$ cat config.mk
export PLATFORM = sky130hd
export DESIGN_NAME = fdiv_iterative
export DESIGN_NICKNAME = d
export VERILOG_FILES = /design/src/rtl/fpu_pkg.sv /design/src/rtl/fdiv_mant_step.sv /design/src/rtl/fdiv_iterative.sv
export SDC_FILE = /design/constraint.sdc
export NUM_CORES = 1
export LEC_CHECK = 0
export CELL_PAD_IN_SITES_DETAIL_PLACEMENT = 1
export CELL_PAD_IN_SITES_GLOBAL_PLACEMENT = 1
export CORE_ASPECT_RATIO = 1.2
export CORE_UTILIZATION = 30
export CTS_BUF_LIST = sky130_fd_sc_hd__clkbuf_8
export CTS_CLUSTER_DIAMETER = 100
export CTS_CLUSTER_SIZE = 10
export DETAILED_ROUTE_END_ITERATION = 16
export PLACE_DENSITY = 0.61
export SLEW_MARGIN = 15
export SYNTH_ARGS = -nofsm -noshare
export SYNTH_HDL_FRONTEND = slang
export SYNTH_SLANG_ARGS = --single-unit
$ cat constraint.sdc
create_clock -name clk -period 4.7 [get_ports clk]
set_input_delay 0.705 -clock clk [delete_from_list [all_inputs] [get_ports clk]]
set_output_delay 0.705 -clock clk [all_outputs]
set_load 0.05 [all_outputs]
$ cat src/rtl/fpu_pkg.sv
// Shared FPU types and constants for the divider slice.
// FDIV_RADIX4_EN selects two quotient bits per cycle.
package fpu_pkg;

  typedef struct packed {
    logic        s;
    logic [7:0]  e;
    logic [22:0] m;
  } float32_t;

  localparam int EXP_BIAS = 127;
  localparam int EXP_MAX  = 255;
  localparam int QBITS    = 26;

`ifdef FDIV_RADIX4_EN
  localparam int ITERS = 13;
`else
  localparam int ITERS = 26;
`endif

  typedef enum logic [1:0] {
    IDLE,
    DIV,
    NORM,
    DONE
  } fdiv_state_e;

endpackage

$ cat src/rtl/fdiv_mant_step.sv
// One restoring division step on the mantissa remainder.
// Produces one quotient bit and the shifted next remainder.
module fdiv_mant_step (
  input  logic [24:0] rem,
  input  logic [23:0] dvsr,
  output logic [24:0] rem_nxt,
  output logic        q_bit
);

  logic [24:0] diff;

  // Remainder stays below the divisor, so the shift never drops a set bit.
  always_comb begin
    q_bit   = (rem >= {1'b0, dvsr});
    diff    = q_bit ? rem - {1'b0, dvsr} : rem;
    rem_nxt = {diff[23:0], 1'b0};
  end

endmodule

$ cat src/rtl/fdiv_iterative.sv
// Iterative binary32 divider, y = x1 / x2, fixed latency.
// Define FDIV_RADIX4_EN to retire two quotient bits per cycle.
module fdiv_iterative (
  input  logic        clk,
  input  logic        rst,
  input  logic        in_valid,
  output logic        in_ready,
  input  logic [31:0] x1,
  input  logic [31:0] x2,
  output logic [31:0] y,
  output logic        ovf,
  output logic        unf,
  output logic        valid
);

  import fpu_pkg::*;

  float32_t a;
  float32_t b;

  fdiv_state_e state;

  logic [4:0]        cnt;
  logic              sgn;
  logic              z1;
  logic              z2;
  logic signed [9:0] expo;
  logic [23:0]       dvsr;
  logic [24:0]       rem;
  logic [QBITS-1:0]  q;
  logic [22:0]       mant;

  logic [24:0]       rem_a;
  logic              qa;
  logic [24:0]       rem_n;
  logic [QBITS-1:0]  q_n;

  logic [22:0]       mant_t;
  logic              r_bit;
  logic [23:0]       mant_s;
  logic signed [9:0] exp_t;
  logic signed [9:0] exp_n;

  assign a = x1;
  assign b = x2;

  fdiv_mant_step u_step0 (
    .rem     (rem),
    .dvsr    (dvsr),
    .rem_nxt (rem_a),
    .q_bit   (qa)
  );

`ifdef FDIV_RADIX4_EN
  logic [24:0] rem_b;
  logic        qb;

  fdiv_mant_step u_step1 (
    .rem     (rem_a),
    .dvsr    (dvsr),
    .rem_nxt (rem_b),
    .q_bit   (qb)
  );

  assign rem_n = rem_b;
  assign q_n   = {q[QBITS-3:0], qa, qb};
`else
  assign rem_n = rem_a;
  assign q_n   = {q[QBITS-2:0], qa};
`endif

  // Quotient lies in [0.5, 2): pick the window by the integer bit.
  always_comb begin
    mant_t = q[23:1];
    r_bit  = q[0];
    exp_t  = expo - 10'sd1;
    if (q[QBITS-1]) begin
      mant_t = q[24:2];
      r_bit  = q[1];
      exp_t  = expo;
    end
    mant_s = {1'b0, mant_t} + {23'd0, r_bit};
    exp_n  = mant_s[23] ? exp_t + 10'sd1 : exp_t;
  end

  always_ff @(posedge clk) begin
    if (rst) begin
      state    <= IDLE;
      in_ready <= 1'b1;
      valid    <= 1'b0;
      y        <= '0;
      ovf      <= 1'b0;
      unf      <= 1'b0;
      cnt      <= '0;
      sgn      <= 1'b0;
      z1       <= 1'b0;
      z2       <= 1'b0;
      expo     <= '0;
      dvsr     <= '0;
      rem      <= '0;
      q        <= '0;
      mant     <= '0;
    end else begin
      valid <= 1'b0;
      unique case (state)
        IDLE: begin
          if (in_valid) begin
            sgn      <= a.s ^ b.s;
            z1       <= (a.e == 8'd0);
            z2       <= (b.e == 8'd0);
            expo     <= $signed({2'b00, a.e})
                      - $signed({2'b00, b.e})
                      + 10'(EXP_BIAS);
            dvsr     <= {1'b1, b.m};
            rem      <= {2'b01, a.m};
            q        <= '0;
            cnt      <= 5'(ITERS - 1);
            in_ready <= 1'b0;
            state    <= DIV;
          end
        end
        DIV: begin
          rem <= rem_n;
          q   <= q_n;
          cnt <= cnt - 5'd1;
          if (cnt == 5'd0) state <= NORM;
        end
        NORM: begin
          mant  <= mant_s[22:0];
          expo  <= exp_n;
          state <= DONE;
        end
        DONE: begin
          valid    <= 1'b1;
          in_ready <= 1'b1;
          state    <= IDLE;
          ovf      <= 1'b0;
          unf      <= 1'b0;
          if (z2) begin
            y   <= {sgn, 8'hFF, 23'd0};
            ovf <= 1'b1;
          end else if (z1) begin
            y <= {sgn, 31'd0};
          end else if (expo >= 10'(EXP_MAX)) begin
            y   <= {sgn, 8'hFF, 23'd0};
            ovf <= 1'b1;
          end else if (expo <= 10'sd0) begin
            y   <= {sgn, 31'd0};
            unf <= 1'b1;
          end else begin
            y <= {sgn, expo[7:0], mant};
          end
        end
      endcase
    end
  end

endmodule

# == Word level (Yosys, flattened, before mapping) ==
# Index checks and enable logic that the tools add are counted.
# Widths: inputs -> output; s select.
# totals
out_inout_bits,36
ram_bits,0
regBits,154
mem_bits_ro,0
latchBits,0
word_cells,73
mem_count,0
# op_classes
eq_ne,5
n_bitwise,1
reduce_logical,12
div_mod_pow,0
shifts,0
n_addsub,7
n_mux,30
mul,0
n_lt_le_gt_ge,3
# op_table
operator,count
$mux 31,4
$pmux 26 s2,1
$pmux 25 s2,1
$mux 10,3
$mux 26,1
$ge 25x24->1,1
$mux 25,1
$add 23x1->24,1
$mux 24,1
$sub 24x24->24,1
$mux 23,1
$pmux 10 s2,1
$logic_not 8->1,2
$add 10x2->10 const B,1
$add 9x8->10 const B,1
$ge 10x9->1 const B,1
$le 10x1->1 const B,1
$mux 1,10
$pmux 5 s2,1
$reduce_and 2->1,5
$sub 10x2->10 const B,1
$sub 8x8->9,1
$pmux 2 s4,1
$reduce_bool 2->1,3
10 further kinds,13

# == Longest topological paths before layout ==
# Gate-level depths: netlist of the first run.
# logic_depth
word_depth,5
ltp_mapped,16
ltp_nobuf,12

# == Cells and area by module ==
# A second synthesis of the first run with hierarchy kept.
# hier_totals
cells_unflattened,1262
area_unflattened_um2,9773.1
# by_module_without_submodules
module,area_per_inst_um2,seq_area_each_um2,n_inst,cells_per_inst
fdiv_iterative,8032.7,3083.0,1,983
fdiv_mant_step,1740.4,0.0,1,279

# == Least setup slack after synthesis of the first run ==
# Ideal clock, no wire load.
# synth_path
kind,register to register
startpoint,register q[25]
endpoint,register mant[18]
t_arrival_ps,4352
setup_ps,137
period_less_slack_ps,4489
setup_slack_ps,211
path_buffers,5
stages_incl_launch_ff,17
cell_sequence,dfxtp_1 buf_2 buf_1 buf_2 buf_1 clkbuf_1 mux2_2 ha_1 ha_1 and3_1 a21boi_1 nand2_1 nor3_1 and2_1 mux2_2 a221oi_1 a211oi_1
# synth_via
elab_chain_cells,2
word_cells_on_any_way,3
classes_between,add/sub: 1; mux: 2
# synth_lines
element,line,rtl
from (decl),fdiv_iterative.sv:30,logic [QBITS-1:0] q;
from (signal assigned),fdiv_iterative.sv:124,q <= q_n;
$mux 23 / $mux 1 (equally long branches),fdiv_iterative.sv:77,if (q[QBITS-1]) begin
$add 23x1->24 *,fdiv_iterative.sv:82,"mant_s = {1'b0, mant_t} + {23'd0, r_bit};"
to (signal assigned),fdiv_iterative.sv:129,mant <= mant_s[22:0];
to (decl),fdiv_iterative.sv:31,logic [22:0] mant;
# Every way passes the cells marked *; elsewhere a longest branch is shown, timed or not.
# A chain may end at the register's enable or synchronous reset.

# == Worst setup path in the final report of the first run ==
# Same ends and word-level chain as after synthesis.

==> metrics, run 1 <==
outcome finished, final reports clean; Hold Vio Cnt, Final 0; Avg Vias per Cell 5.30; Tmin final 3.56 ns; number of setup buffers added after CTS 0; part of the total power dissipated in the clock network 15.3%; nets@finish 1382; Final Setup Violations 0; aggregate routed wire length 29100 um; RSZ-0062 raised after global routing false; Worst Setup Start Kind flip-flop; antenna fix cells 0; net switching power figure 0.00326 W; Filler Cell Count 3722; average size of a mapped cell 7.80 um2; fraction of synthesis flops using an asynchronous set or reset pin 0%; primary flip-flop cell chosen by synthesis mapping sky130_fd_sc_hd__dfxtp_1; maximum fanout along the worst path 30; Antenna Nets Post-Route 0; Syn Nets 1329; count of flip-flops with a built-in enable after synthesis 0; maximum level of the CTS H-tree 4; number of gates resized after CTS 0; Pleak 4.11 nW; register bit count reported by yosys 154; Worst R2R Path Depth 13; clock tree from TritonCTS done; die boundary height 197 um; required time of the critical path 5.02 ns; Core Rows 70; area post-placement 10800 um2; internal portion of total power 0.00346 W; fin. max-slew vios 0; Vias 8901; number of remaining DRC errors 0; largest voltage drop on the vdd net 226 uV; share of power burned in combinational logic 58.6%; via count of the first global-routing pass 9332; post-route design area 11200 um2; detailed placer's ending HPWL 20700 um; Sink Count 154; transition time at the pin with the least slew margin 1.01 ns; fraction of power spent switching nets 48.5%; Synth Warn # 0; number of buffers created by CTS 17; global route overflow 0; Die Width 164 um; total I/O pin count 103; fraction of layout cells with a size suffix above 1 6.01%; max-capacitance violation count 0; largest clock skew in the final design 0.0193 ns; Starting Density 30.8%; area of the placeable core 30800 um2; clock insertion delay at the later pin of the skew report 0.47 ns; global-route wire length before repair 48300 um; min-delay worst type reg2reg; Flop pwr share 26.1%; flop-to-flop setup slack 1.14 ns; buffer depth of the longest clock path 2; summed instance area of the synthesized netlist 9490 um2; cell depth of the worst min-delay path 2; CTS hold repair buffers 0; Cells after Synth 1216; routed wirelength normalized by instance count 17.3 um; placer congestion estimate 0.826; number of port buffers 102; sequential share of the synthesized area 32.5%; maximum clock rate 0.281 GHz; power density cells 601 nW/um2; sort of element at the end of the critical path flip-flop; final standard cell utilization of the core 36.3%; worst max-slew margin expressed relative to the limit 31.1%; Worst Setup Path Type reg2reg; Final TNS setup 0 ns; clock-pin slew on the worst setup and hold paths 0.09 ns; Layout area overhead 18.1%; GRT Resource Usage Total 18.7%; count of different cell masters after synthesis 80; clock root buffer master sky130_fd_sc_hd__clkbuf_8; final clock period utilization by the worst path 75.7%; number of antenna violations at the first check in global routing 0; Die Footprint 32300 um2; number of violations reported at the end of detailed-routing iteration 0 351; drt first pass iters 5; largest net degree at the start of global routing 61; WP data arrival 3.88 ns
## kinds of logic (layout without fill, tap and decap cells)
kind of cell             after synthesis  after routing  synth area share [%]
AO/OA/AOI/OAI                        336            336                  24.0
adder cells (fa/ha/maj)               47             47                  6.25
XOR/XNOR                              42             42                  4.02
multiplexers                          38             38                  4.22
AND/OR/NAND/NOR                      458            458                  23.3
buffers and inverters                141            207                  5.70
flip-flops                           154            154                  32.5
## placed cells by master (no fill, tap or decap), drive strengths merged, types with 10 or more instances in the layout
cell and instances:
o211ai 11, mux2 16, o41ai 10, nand3 28, a22oi 30, o21ai 35, dfxtp 154, clkbuf 19
mux2i 22, nor2b 35, a21oi 107, xor2 15, clkdlybuf4s50 101, buf 17, xnor2 26, and2 14
a21o 10, nand2b 14, nand3b 14, or3 13, ha 45, and3 12, inv 63, a211oi 45
nand2 112, nor3 26, nor2 159
## through the flow
stage	worst slack (ns)	total power, W	instances	hold slack [ns]
after floorplan	0.211	0.00462	1216	0.436
after global placement	1.04	0.00568	1646	0.444
after detailed placement	0.942	0.00573	1646	0.448
after CTS	1.11	0.00681	1678	0.461
after global routing	0.766	0.00735	1678	0.482
final	1.14	0.00673	1678	0.460
## power by group through the flow
stage	registers (W)	logic [W]	clock network, W
after floorplan	0.00176	0.00287	0
after global placement	0.00178	0.00390	0
after detailed placement	0.00179	0.00395	0
after CTS	0.00176	0.00397	0.00108
after global routing	0.00180	0.00442	0.00113
final	0.00176	0.00394	0.00103
## worst paths after layout
path	start	to
worst min register to register	dvsr[7]	dvsr[7]
worst max-delay path	q[25]	mant[18]
worst max register to register	q[25]	mant[18]
worst min-delay path	dvsr[7]	dvsr[7]
## layer usage
layer  GRT usage (%)  part of all wire, %  vias to the layer above
met3            2.82                  2.9                       15
met2            33.2                   49                      122
li1                -                    -                     4443
met4            4.29                 0.93                        0
met5               0                    0                        -
met1            23.4                   47                     4321
## critical path: stages, from the launching register on
cell and delay, ns:
sky130_fd_sc_hd__dfxtp_2 0.59, sky130_fd_sc_hd__buf_4 0.37, sky130_fd_sc_hd__nand2_1 0.08, sky130_fd_sc_hd__nand2_1 0.08, sky130_fd_sc_hd__ha_1 0.19, sky130_fd_sc_hd__and3_1 0.18
sky130_fd_sc_hd__a21boi_1 0.39, sky130_fd_sc_hd__nand2_1 0.20, sky130_fd_sc_hd__nor3_1 0.20, sky130_fd_sc_hd__buf_4 0.18, sky130_fd_sc_hd__and2_1 0.18, sky130_fd_sc_hd__mux2_2 0.34
sky130_fd_sc_hd__a221oi_1 0.30, sky130_fd_sc_hd__a211oi_1 0.11
## sequential cells by signal (all words and copies together), names as in the netlist
register,cells
y,32
q,26
rem,25
dvsr,24
mant,23
expo,10
cnt,5
state,2
in_ready,1
ovf,1
sgn,1
unf,1
valid,1
z1,1
z2,1
## area by class of cell
| cell class | instances | area, um2 | share of cell area (%) |
|---|---|---|---|
| well taps | 396 | 495 | 4.42 |
| flip-flops and latches | 154 | 3080 | 27.5 |
| inverters | 57 | 214 | 1.91 |
| multi-input cells | 921 | 5880 | 52.5 |
| clock inverters | 13 | 131 | 1.17 |
| clock buffers | 19 | 262 | 2.33 |
| repair buffers | 118 | 1140 | 10.2 |
## synthesized netlist by cell type (all sizes together) (5+ instances only)
cell     number  area share, %
nand2b       14           0.92
a21o         10           0.79
xnor2        26            2.4
inv          57            2.3
nand3b       14            1.1
ha           45            5.9
nor2b        35            2.3
a41oi         5           0.54
o2111ai       5           0.46
nor4          8           0.84
nand3        28            1.5
xor2         15            1.4
clkbuf       70            2.8
nor3         26            1.4
o21a          8           0.63
a21oi       107            5.6
a311oi        7           0.65
o21ai        35            1.8
o211ai       11           0.87
or3          13           0.86
o31ai         7           0.61
buf          14           0.65
a21boi        8           0.63
o41ai        10           0.92
a22oi        30            2.4
and3         12           0.79
nor2        159            6.3
dfxtp       154             33
mux2i        22            2.3
a211oi       45            3.6
nand2       112            4.5
o21bai        6           0.47
a31oi         5           0.33
and2         14           0.92
nand4         8           0.59
mux2         16            1.9
No activity file was read; power rests on OpenSTA's default activity.
==> run 2: changes to the inputs <==
==> constraint.sdc (replaced) <==
create_clock -name clk -period 3.15 [get_ports clk]
set_input_delay 0.4725 -clock clk [delete_from_list [all_inputs] [get_ports clk]]
set_output_delay 0.4725 -clock clk [all_outputs]
set_load 0.05 [all_outputs]
==> metrics, run 2 (synthesized netlist as in run 1, its figures left out) <==
max-capacitance violation count 0 (unchanged); drt first pass iters 5 (unchanged); via count of the first global-routing pass 9479 (was 9332); Antenna Nets Post-Route 0 (unchanged); end point of the worst hold path dvsr[3] (was dvsr[7]); detailed placer's ending HPWL 21500 um (was 20700 um); number of port buffers 102 (unchanged); Die Footprint 32300 um2 (unchanged); transition time at the pin with the least slew margin 0.790 ns (was 1.01 ns); routed wirelength normalized by instance count 17.1 um (was 17.3 um); clock tree from TritonCTS done (unchanged); number of buffers created by CTS 17 (unchanged); final clock period utilization by the worst path 95.8% (was 75.7%); clock-pin slew on the worst setup and hold paths 0.09 ns (about the same); maximum clock rate 0.331 GHz (was 0.281 GHz); aggregate routed wire length 29700 um (was 29100 um); global route overflow 0 (unchanged); largest clock skew in the final design 0.0146 ns (was 0.0193 ns); final standard cell utilization of the core 38.1% (was 36.3%); power density cells 904 nW/um2 (was 601 nW/um2); CTS hold repair buffers 0 (unchanged); Hold Vio Cnt, Final 0 (unchanged); ordered list of cells on the worst path mux2_4, ha_4, nand4_1, or4b_4, buf_4, nor4_4, nand2_2, o2bb2ai_1, mux2_1, a222oi_1, nor2_1 (was buf_4, nand2_1, nand2_1, ha_1, and3_1, a21boi_1, nand2_1, nor3_1, buf_4, and2_1, mux2_2, a221oi_1, a211oi_1); worst slack on hold paths 0.459 ns (was 0.460 ns); clock root buffer master sky130_fd_sc_hd__clkbuf_8 (unchanged); required time of the critical path 3.48 ns (was 5.02 ns); leading cell type in the layout, fill and taps excluded sky130_fd_sc_hd__nor2_1 (unchanged); Final Setup Violations 0 (unchanged); Worst Setup Start Kind flip-flop (unchanged); GRT Resource Usage Total 18.9% (was 18.7%); Worst R2R Path Depth 11 (was 13); kind of cell adding the most delay to the critical path simple AND/OR/NAND/NOR gates (unchanged); buffer depth of the longest clock path 2 (unchanged); flop-to-flop setup slack 0.13 ns (was 1.14 ns); cell depth of the worst min-delay path 2 (unchanged); worst max-slew margin expressed relative to the limit 47.3% (was 31.1%); RSZ-0062 raised after global routing true (was false); die boundary height 197 um (unchanged); max incr delay on CP 0.57 ns (was 0.59 ns); Placement Setup Slack -0.306 ns (was 0.942 ns); fin. max-slew vios 0 (unchanged); Final TNS setup 0 ns (unchanged); maximum level of the CTS H-tree 4 (unchanged); Crit Reg-Reg Endpoint expo[7] (was mant[18]); Pleak 4.40 nW (was 4.11 nW); area of the multi-input gates 5920 um2 (was 5880 um2); number of violations reported at the end of detailed-routing iteration 0 342 (was 351); register ranked first by flip-flop count y (unchanged); maximum fanout along the worst path 5 (was 30); outcome finished, final reports clean (unchanged); Pwr Total 0.0106 W (was 0.00673 W); HP Start dvsr[3] (was dvsr[7]); slowest CP cell sky130_fd_sc_hd__or4b_4 (was sky130_fd_sc_hd__dfxtp_2); WP data arrival 3.35 ns (was 3.88 ns); sort of element at the end of the critical path flip-flop (unchanged); largest net degree at the start of global routing 74 (was 61); Layout area overhead 23.8% (was 18.1%); Filler Cell Count 3779 (was 3722); register area 3090 um2 (was 3080 um2); Avg Vias per Cell 5.25 (was 5.30); placer congestion estimate 0.832 (was 0.826); nets@finish 1442 (was 1382); global-route wire length before repair 48600 um (was 48300 um); number of remaining DRC errors 0 (unchanged); Critical path buffers and inverters 1 (was 2); Worst Setup Path Type reg2reg (unchanged); number of antenna violations at the first check in global routing 0 (unchanged); biggest regs y (32), q (26), rem (25) (unchanged); Starting Density 30.8% (unchanged); min-delay worst type reg2reg (unchanged); total I/O pin count 103 (unchanged); Tmin final 3.02 ns (was 3.56 ns); worst path setup slack after routing 0.132 ns (was 1.14 ns); Sink Count 154 (unchanged); fraction of layout cells with a size suffix above 1 10.8% (was 6.01%); Vias 9124 (was 8901); area of the placeable core 30800 um2 (unchanged); cell count along the critical path 11 (was 13); max reg flops 32 (unchanged); Core Rows 70 (unchanged); most frequent cells in the layout sky130_fd_sc_hd__nor2_1, sky130_fd_sc_hd__dfxtp_1, sky130_fd_sc_hd__nand2_1 (unchanged); clock insertion delay at the later pin of the skew report 0.47 ns (about the same); startpoint of the most critical register-to-register path q[25] (unchanged); largest voltage drop on the vdd net 399 uV (was 226 uV); Die Width 164 um (unchanged); antenna fix cells 0 (unchanged)
## run 2: what timing repair did
item                                    4_1_cts  5_1_grt
setup buffers                                 0        0
pin swaps                                     0        7
gates cloned                                  0        0
endpoints found under the setup margin        1        6
resized for setup                             1        5
## run 2: worst reg2reg max path, cell delays in order (launching register included)
cell and delay, ns:
sky130_fd_sc_hd__dfxtp_4 0.37, sky130_fd_sc_hd__mux2_4 0.21, sky130_fd_sc_hd__ha_4 0.13, sky130_fd_sc_hd__nand4_1 0.10, sky130_fd_sc_hd__or4b_4 0.57, sky130_fd_sc_hd__buf_4 0.19, sky130_fd_sc_hd__nor4_4 0.43, sky130_fd_sc_hd__nand2_2 0.13
sky130_fd_sc_hd__o2bb2ai_1 0.17, sky130_fd_sc_hd__mux2_1 0.31, sky130_fd_sc_hd__a222oi_1 0.21, sky130_fd_sc_hd__nor2_1 0.06
## run 2: final cells by class
type	instances	area share (%)
sequential	154	26.3
clock buffer	18	2.11
multi-input combinational	921	50.4
clock inverter	14	1.37
timing repair buffer	178	13.7
tap	396	4.22
inverter	57	1.82
## run 2: worst max-delay path by stage
| stage | start | end | slack, ns |
|---|---|---|---|
| global placement | x2[24] | expo[7] | -0.18 |
| global route | rem[0] | rem[23] | -0.03 |
| floorplan | q[25] | expo[5] | -0.43 |
| CTS | q[25] | expo[5] | 0.02 |
| detailed placement | x2[24] | expo[7] | -0.31 |
| finish | q[25] | expo[7] | 0.13 |
## run 2: per-stage QoR
stage          area, um2  cells
2_1_floorplan       9550   1216
3_3_place_gp       11300   1706
3_5_place_dp       11300   1706
4_1_cts            11700   1738
5_1_grt            11700   1738
6_report           11700   1738
## run 2: report_power, final
group	internal, W	switching, W
clock network	0.000743	0.000854
logic	0.00258	0.00382
registers	0.00230	0.000332
## run 2: layer usage
metal | part of all wire (%) | global-route usage (%) | vias to the layer above
li1 | - | - | 4551
met2 | 50 | 33.6 | 124
met3 | 2.9 | 2.88 | 25
met4 | 1.6 | 5.42 | 0
met5 | 0 | 0 | -
met1 | 45 | 23.2 | 4424
==> run 3: changes to the inputs <==
--- a/config.mk
+++ b/config.mk
@@ -10,7 +10,7 @@
 export CORE_ASPECT_RATIO = 1.2
 export CORE_UTILIZATION = 30
 export CTS_BUF_LIST = sky130_fd_sc_hd__clkbuf_8
-export CTS_CLUSTER_DIAMETER = 100
+export CTS_CLUSTER_DIAMETER = 120
 export CTS_CLUSTER_SIZE = 10
 export DETAILED_ROUTE_END_ITERATION = 16
 export PLACE_DENSITY = 0.61
==> results of run 3 <==
Final layout, timing and power as in run 2 (identical DEF).
